--- src/rtl/if_prefetch_queue.sv ---
// ----------------------------------------------------------------------------
// if_prefetch_queue
//
// Instruction-fetch front end for the RV32I 5-stage pipeline. Generates the
// fetch PC, issues in-order requests to instruction memory over a
// req/gnt/rvalid handshake, buffers returned words in a DEPTH-entry queue and
// hands them to decode over a valid/ready handshake. A redirect from EX
// flushes the queue, retargets the PC and discards every response that is
// still in flight.
//
// Optional feature macro: IF_PREDECODE_EN
//   defined   : opcode/rd/funct3/rs1/rs2/funct7 are sliced from instr_o
//   undefined : those ports are present but tied to 0
//
// Ports
//   clk, rst        clock (rising edge), synchronous active-high reset
//   imem_req_o      fetch request valid
//   imem_addr_o     fetch address (word aligned), stable while req & !gnt
//   imem_gnt_i      request accepted when high together with imem_req_o
//   imem_rvalid_i   response valid (responses return in request order)
//   imem_rdata_i    response instruction word
//   redirect_i      flush + redirect from EX
//   redirect_pc_i   redirect target, bits [1:0] forced to 0
//   instr_valid_o   queue head valid to decode
//   instr_ready_i   decode accepts the head
//   instr_o         head instruction, NOP (32'h13) when empty
//   instr_pc_o      PC of the head instruction
//   queue_cnt_o     current queue occupancy
//   opcode_o .. funct7_o  predecoded fields of instr_o
// ----------------------------------------------------------------------------
module if_prefetch_queue #(
    parameter int              XLEN            = 32,
    parameter int              DEPTH           = 4,
    parameter int              MAX_OUTSTANDING = 2,
    parameter logic [XLEN-1:0] RESET_PC        = '0
) (
    input  logic                   clk,
    input  logic                   rst,
    output logic                   imem_req_o,
    output logic [XLEN-1:0]        imem_addr_o,
    input  logic                   imem_gnt_i,
    input  logic                   imem_rvalid_i,
    input  logic [31:0]            imem_rdata_i,
    input  logic                   redirect_i,
    input  logic [XLEN-1:0]        redirect_pc_i,
    output logic                   instr_valid_o,
    input  logic                   instr_ready_i,
    output logic [31:0]            instr_o,
    output logic [XLEN-1:0]        instr_pc_o,
    output logic [$clog2(DEPTH):0] queue_cnt_o,
    output logic [6:0]             opcode_o,
    output logic [4:0]             rd_o,
    output logic [2:0]             funct3_o,
    output logic [4:0]             rs1_o,
    output logic [4:0]             rs2_o,
    output logic [6:0]             funct7_o
);

    localparam int AW = $clog2(DEPTH);
    localparam int CW = AW + 1;

    localparam logic [CW:0]   DEPTH_C = DEPTH[CW:0];
    localparam logic [CW-1:0] MAXO_C  = MAX_OUTSTANDING[CW-1:0];
    localparam logic [31:0]   NOP     = 32'h0000_0013;

    function automatic logic [XLEN-1:0] align_pc(input logic [XLEN-1:0] pc);
        return pc & ~XLEN'(3);
    endfunction

    // Control state
    logic [XLEN-1:0] fetch_pc;
    logic [XLEN-1:0] resp_pc;
    logic [CW-1:0]   count;
    logic [CW-1:0]   outstanding;
    logic [CW-1:0]   drop;
    logic [AW-1:0]   rd_ptr;
    logic [AW-1:0]   wr_ptr;

    // Queue storage (data only, never reset)
    logic [31:0]     q_instr [DEPTH];
    logic [XLEN-1:0] q_pc    [DEPTH];

    logic            grant;
    logic            resp_valid;
    logic            resp_drop;
    logic            push;
    logic            pop;
    logic            head_valid;
    logic [CW:0]     credit;

    // Credits cover both queued words and words still in flight, so every
    // granted request is guaranteed a free slot when it returns.
    assign credit     = {1'b0, outstanding} + {1'b0, count};
    assign imem_req_o = !rst && !redirect_i && (credit < DEPTH_C) && (outstanding < MAXO_C);
    assign imem_addr_o = fetch_pc;
    assign grant      = imem_req_o && imem_gnt_i;

    // A response with nothing outstanding is a protocol violation and is ignored.
    assign resp_valid = !rst && imem_rvalid_i && (outstanding != '0);
    assign resp_drop  = resp_valid && (redirect_i || (drop != '0));
    assign push       = resp_valid && !resp_drop;

    assign head_valid    = (count != '0);
    assign instr_valid_o = head_valid && !redirect_i && !rst;
    assign pop           = instr_valid_o && instr_ready_i;

    always_ff @(posedge clk) begin
        if (rst) begin
            fetch_pc    <= RESET_PC;
            resp_pc     <= RESET_PC;
            count       <= '0;
            outstanding <= '0;
            drop        <= '0;
            rd_ptr      <= '0;
            wr_ptr      <= '0;
        end else begin
            case ({grant, resp_valid})
                2'b10:   outstanding <= outstanding + CW'(1);
                2'b01:   outstanding <= outstanding - CW'(1);
                default: ;
            endcase

            if (redirect_i) begin
                fetch_pc <= align_pc(redirect_pc_i);
                resp_pc  <= align_pc(redirect_pc_i);
                count    <= '0;
                rd_ptr   <= '0;
                wr_ptr   <= '0;
                // Everything still in flight after this cycle belongs to the
                // old path. Words already marked for dropping are a subset of
                // the outstanding ones, so the new drop count is simply what
                // remains outstanding; a response arriving now is consumed
                // here, and resp_valid implies outstanding >= 1 (no underflow).
                drop <= resp_valid ? (outstanding - CW'(1)) : outstanding;
            end else begin
                if (grant) begin
                    fetch_pc <= fetch_pc + XLEN'(4);
                end
                if (push) begin
                    resp_pc <= resp_pc + XLEN'(4);
                    wr_ptr  <= wr_ptr + AW'(1);
                end
                if (pop) begin
                    rd_ptr <= rd_ptr + AW'(1);
                end
                if (resp_drop) begin
                    drop <= drop - CW'(1);
                end
                case ({push, pop})
                    2'b10:   count <= count + CW'(1);
                    2'b01:   count <= count - CW'(1);
                    default: ;
                endcase
            end
        end
    end

    // Queue write: push is already qualified by reset and redirect.
    always_ff @(posedge clk) begin
        if (push) begin
            q_instr[wr_ptr] <= imem_rdata_i;
            q_pc[wr_ptr]    <= resp_pc;
        end
    end

    // Output stage: head of the registered queue, no bypass from memory.
    // When empty the PC output shows the next expected response PC.
    assign instr_o     = (head_valid && !rst) ? q_instr[rd_ptr] : NOP;
    assign instr_pc_o  = rst ? RESET_PC : (head_valid ? q_pc[rd_ptr] : resp_pc);
    assign queue_cnt_o = rst ? '0 : count;

`ifdef IF_PREDECODE_EN
    logic [31:0] pd_word;

    assign pd_word  = rst ? 32'h0 : instr_o;
    assign opcode_o = pd_word[6:0];
    assign rd_o     = pd_word[11:7];
    assign funct3_o = pd_word[14:12];
    assign rs1_o    = pd_word[19:15];
    assign rs2_o    = pd_word[24:20];
    assign funct7_o = pd_word[31:25];
`else
    assign opcode_o = '0;
    assign rd_o     = '0;
    assign funct3_o = '0;
    assign rs1_o    = '0;
    assign rs2_o    = '0;
    assign funct7_o = '0;
`endif

`ifndef SYNTHESIS
    a_rvalid_without_request: assert property (
        @(posedge clk) disable iff (rst) !(imem_rvalid_i && (outstanding == '0))
    );
`endif

endmodule
--- config.mk ---
export PLATFORM = sky130hd
export DESIGN_NAME = if_prefetch_queue
export DESIGN_NICKNAME = d
export VERILOG_FILES = /design/src/rtl/if_prefetch_queue.sv
export SDC_FILE = /design/constraint.sdc
export NUM_CORES = 1
export LEC_CHECK = 0
export CAP_MARGIN = 15
export CELL_PAD_IN_SITES_DETAIL_PLACEMENT = 1
export CELL_PAD_IN_SITES_GLOBAL_PLACEMENT = 2
export CORE_MARGIN = 4
export CORE_UTILIZATION = 38
export CTS_CLUSTER_SIZE = 10
export DETAILED_ROUTE_END_ITERATION = 8
export GPL_ROUTABILITY_DRIVEN = 1
export PLACE_DENSITY = 0.85
export SYNTH_ARGS = -nofsm -noshare
export SYNTH_HDL_FRONTEND = slang
export SYNTH_SLANG_ARGS = --single-unit
export TNS_END_PERCENT = 5
--- constraint.sdc ---
create_clock -name clk -period 4 [get_ports clk]
set_input_delay 0.8 -clock clk [delete_from_list [all_inputs] [get_ports clk]]
set_output_delay 0.8 -clock clk [all_outputs]
set_load 0.1 [all_outputs]
# Word-level counts from Yosys, hierarchy flattened
# Memories as Yosys holds them, arrays and structs flattened. A register that Yosys moved wholly into a read port is not among the register bits.
# Cells that the tools add are included.
[op_classes]
add_sub_neg = 10
n_lt_le_gt_ge = 2
eq_ne = 4
muxes = 19
n_reduce_logical = 25
[op_table]
columns = ["op", "n"]
rows = [
  ["$mux 32", 7],
  ["$add 32x3->32 const B", 2],
  ["$logic_and 1x1->1", 12],
  ["$mux 3", 4],
  ["$pmux 3 s2", 2],
  ["$reduce_bool 2->1", 5],
  ["$reduce_bool 3->1", 3],
  ["$sub 3x1->3 const B", 3],
  ["$mux 2", 4],
  ["$add 3x1->3 const B", 2],
  ["$add 2x1->2 const B", 2],
  ["$add 3x3->4", 1],
  ["$eq 2x1->1 const B", 2],
  ["$eq 2x2->1 const B", 2],
  ["$lt 4x3->1 const B", 1],
  ["$logic_not 1->1", 3],
  ["$lt 3x2->1 const B", 1],
  ["$mux 1", 2],
  ["$reduce_or 2->1", 1],
  ["$logic_or 1x1->1", 1],
]
[totals]
register_bits = 77
ramBits = 256
in_bits = 70
output_inout_bits = 133
elab_cells = 71
memories = 2
[memory_table]
columns = ["memory", "depth", "width", "rd", "rd_clocked_by_memory_dff", "wr", "line", "source"]
rows = [
  ["q_instr", 4, 32, 1, 1, 1, "80", "logic [31:0] q_instr [DEPTH];"],
  ["q_pc", 4, 32, 1, 1, 1, "81", "logic [XLEN-1:0] q_pc [DEPTH];"],
]

# Depth between registers and ports, before layout
[logic_depth]
ltp_word = 8
depth_mapped = 13

# Worst setup path before layout
# Ideal clock, no wire load.
[synth_path]
kind = "input port to flip-flop"
startpoint = "input port redirect_i"
endpoint = "register count[2]"
t_arrival_ns = 3.893
required_ns = 3.930
setup_slack_ns = 0.037
path_stages = 10
n_path_buf = 2
cell_sequence = "clkbuf_1 -> clkbuf_1 -> nor2_1 -> and2_1 -> ha_1 -> inv_1 -> fa_1 -> xor2_1 -> or3_1 -> a21oi_1"
[synth_via]
elab_chain_len = 6
word_cells_on_any_way = 13
classes_between = "eq/ne (2); mux (1); reduce/logical (10)"
[synth_lines]
columns = ["item", "line", "source"]
rows = [
  ["from (decl)", "44", "input logic redirect_i,"],
  ["$logic_not 1->1 *", "104", "assign instr_valid_o = head_valid && !redirect_i && !rst;"],
  ["$logic_and 1x1->1 * (2 in a row)", "104", ""],
  ["net instr_valid_o", "46", "output logic instr_valid_o,"],
  ["$logic_and 1x1->1 *", "105", "assign pop = instr_valid_o && instr_ready_i;"],
  ["net pop", "87", "logic pop;"],
  ["$eq 2x1->1 or $eq 2x2->1 (tied branches)", "149", "case ({push, pop})"],
  ["$pmux 3 s2 or $reduce_bool 2->1 (tied branches)", "n/a", ""],
  ["to (signal assigned)", "150", "2'b10: count <= count + CW'(1);"],
  ["to (signal assigned)", "151", "2'b01: count <= count - CW'(1);"],
  ["to (decl)", "73", "logic [CW-1:0] count;"],
]
# The timed path passes the listed nets; every way through them passes the cells marked *.
# A chain may end at the register's enable or synchronous reset.

==> results <==
- The first global-routing pass estimated approximately 56,000 um of wire.
- The class of the tightest hold or removal check is reg -> reg.
- The highest clock frequency the design can meet is 291 MHz.
- The die covers a little over 40,000 um^2.
- Clock tree synthesis inserted a total of 40 buffers.
- From synthesis to final layout, the design area changed by 25.4%.
- Leaving out fill and tap cells, the most frequent cells in the layout are sky130_fd_sc_hd__edfxtp_1 (248), sky130_fd_sc_hd__clkdlybuf4s50_1 (96), sky130_fd_sc_hd__nand2_1 (92), sky130_fd_sc_hd__dfxtp_1 (73), sky130_fd_sc_hd__a21oi_1 (63).
- For the pin with the worst max-slew slack, the measured transition is 1010 ps.
- Summing all non-filler instances in the final layout gives an area of 17,700 um^2.
- The depth of the worst register-to-register path is 11.
- The fill cell instance count of the final layout is 3,651.
- The total wire length after detailed routing is 35,400 um.
- The post-route netlist has 18.7% of its cells at a drive strength greater than 1.
- The fraction of the yosys area taken by sequential cells is around 63%.
- The count of different cell masters after synthesis is 51.
- The congestion estimate from routability-driven global placement came to between 0.7 and 0.8.
- Setup repair after global routing left no endpoint under its margin.
- The count of clock tree sinks is 323.
- The total count of max-transition violations in the final report is 0.
- At the later pin of the worst-skew pair, clock insertion delay measures 520 ps.
- Once the clock tree was built, the setup fixing pass inserted 0 buffers.
- The iteration-0 DRC count of the detailed router is 454.
- The synthesized instance count is 1,015.
- Across the routed clock network, the largest skew measured is 22.0 ps.
- IR analysis of the VDD net gives a maximum drop of 0.273 mV.
- Setup violations remaining at the end of the flow were counted as 0.
- The max-cap check violation count is 0.
- The prevailing post-synth register cell is sky130_fd_sc_hd__edfxtp_1.
- The global route total overflow is 0.
- The power density over the cells is between 400 and 500 nW/um^2.
- Across every metal layer, demand over resource in global routing totals approximately 17%.
- The CTS tree is built.
- The final cycle utilization of the critical path is 85.8%.
- Synthesis inferred 323 register bits.
- The worst setup path is captured at an output pin.
- The static leakage power is 0.00592 uW.
- The number of antenna cells inserted is 0.
- The number of nets in the layout is around 1,300.
- The fraction of registers with async set/reset is 0%.
- The layer flagged by global routing as most heavily used is met2.
- Counting instances, the worst hold path has a depth of 2.
- The startpoint class of the critical path is a flop.
- The category of the most critical setup path is reg -> out.
- The clock transition at the registers of the reported paths is about 60 ps.
- The met2 usage is 28.6%.
- The final critical path time including I/O delays and setup is ~3400 ps.
- The final-layout setup total negative slack is 0 ps.
- The number of failing hold endpoints at the final stage came to 0.
- The most common library cell in the layout ignoring fill and taps is sky130_fd_sc_hd__edfxtp_1.
- The number of flops mapped to enable cells by yosys is roughly 250.
- The post-synth design cell area is 14,100 um^2.
- In the routed design, unresolved DRC markers number 0.
- The worst max-slew margin expressed relative to the limit is 32.6%.
- The run finished with clean final reports.
- STA puts the critical path data required time at 3200 ps.
- Once the clock tree was built, the resizer swapped 0 gates to a different size.
- Row generation in the floorplan step produced 70 rows.
- The number of global-route vias before repair is 9,484.
- Data on the critical path arrives at its endpoint at 2630 ps.
- After detailed routing, the average wire length per cell comes to approximately 21 um.
- The total number of H-tree levels is 2.
- The total number of yosys warnings is 0.
- For this run, global-route usage on met3 was measured as 3.02%.
- The hold buffer count at cts is 0.
- The die outline height is 201 um.
- The floorplan core area is 36,700 um^2.
- The total power consumption of the routed design is 7950 uW.
- The via density per instance is around 5.2.
- The critical-path maximum fanout is 24.
- For this configuration, the core starts out at a cell density of 38.5%.
- The number of antenna violations at the first check in global routing is 0.
- The worst-case hold slack is between 500 and 600 ps.
- The biggest area consumer among synthesized cells is sky130_fd_sc_hd__edfxtp_1.
- Ranked by total cell area, the synthesized netlist is headed by sky130_fd_sc_hd__edfxtp_1 (53%), sky130_fd_sc_hd__dfxtp_1 (11%), sky130_fd_sc_hd__mux4_2 (9.9%).
- The utilization after layout is 48.3%.
- The I/O pin count is 203.
- From left edge to right edge, the die measures ~200 um.
- In this run the tool buffered the top-level ports with ~160 buffer cells.
- In the global route stage, met1 resource usage came out at 24.1%.
- The final HPWL from detailed placement is 23,100 um.
- The cell area reported after detailed placement is 16,500 um^2.
- The root cell of the clock tree is sky130_fd_sc_hd__clkbuf_16.
- The top cell type's share of synthesized area is 52.7%.
- The residual antenna-violating net count after detailed routing is 0.
- In this run the mean area of a mapped cell was 13.9 um^2.
- Summing over every cut layer, the via total after detailed routing is 8,828.
- Entering global routing, the biggest net connects 63 pins.
- The clock passes through at most 3 buffers.
- The count of TritonRoute iterations in the first routing pass is 5.
## registers in the layout (all words and copies together) (netlist names), named ones only
signal       cells
q_instr        128
q_pc           120
imem_addr_o     30
resp_pc         30
count            3
drop             3
outstanding      3
rd_ptr           2
wr_ptr           2
## path summary, 6_finish.rpt
| check | from | endpoint | slack (ps) |
|---|---|---|---|
| max reg2reg | drop[0] | count[2] | 1430 |
| min reg2reg | drop[0] | drop[0] | 510 |
| min | drop[0] | drop[0] | 510 |
| max | flop | instr_pc_o[27] | 570 |
## cell type report
| type | count | area (um^2) | share of cell area, % |
|---|---|---|---|
| Timing Repair Buffer | 192 | 2140 | 12.1 |
| Multi-Input combinational cell | 597 | 4690 | 26.4 |
| Clock buffer | 57 | 1150 | 6.47 |
| Sequential cell | 323 | 8950 | 50.5 |
| Inverter | 41 | 154 | 0.868 |
| Tap cell | 468 | 586 | 3.30 |
| Clock inverter | 6 | 62.6 | 0.353 |
## critical path, stage by stage, from the launching register on
cell,delay [ps]
sky130_fd_sc_hd__dfxtp_4,680
sky130_fd_sc_hd__buf_4,440
sky130_fd_sc_hd__mux4_2,550
sky130_fd_sc_hd__nand2_1,80
sky130_fd_sc_hd__a21oi_1,100
sky130_fd_sc_hd__buf_4,260
## per-layer routing
metal / vias to the layer above / wire length, um
met4: 0 / 583
li1: 4090 / -
met5: - / 0
met3: 43 / 1680
met1: 4446 / 16000
met2: 249 / 17100
## Yosys cell counts (all sizes together), types with 2 or more instances
master	count
o21ai	7
clkbuf	40
a21boi	35
nand2b	3
dfxtp	75
or4b	2
o22ai	4
o21a	3
a31oi	8
and2	7
xnor2	22
o21bai	2
nand2	92
nand3	22
nor2	30
nor4	14
o31a	3
inv	41
xor2	35
a311oi	4
nand4	28
and4	10
and3	14
ha	15
edfxtp	248
buf	49
a211oi	10
or3	8
nor2b	34
a21oi	63
mux4	62
nor3	14
a21o	2
## logic make-up (layout without fill, tap and decap cells)
logic type | after synthesis | after routing | share of synthesized area (%)
other | 1 | 36 | 0.0265
buffers and inverters | 130 | 296 | 4.53
muxes | 63 | 63 | 9.96
xor gates and xnor gates | 57 | 57 | 3.53
adders and majority gates | 16 | 16 | 1.47
DFF | 323 | 323 | 63.3
AOI/OAI and AO/OA | 143 | 143 | 6.34
and+or+nand+nor | 282 | 282 | 10.8
## where the power goes
part / internal, uW / total, uW / switching (uW)
clock network: 2030 / 3310 / 1270
logic: 231 / 871 / 640
registers: 3680 / 3770 / 95.1
total: 5940 / 7950 / 2010
## stage by stage
step	instances	setup WS (ps)
finish	1684	567
global route	1684	343
CTS	1684	459
detailed placement	1621	635
global placement	1621	703
floorplan	1050	37.3
Note: power is estimated with default switching activity, not from simulation.
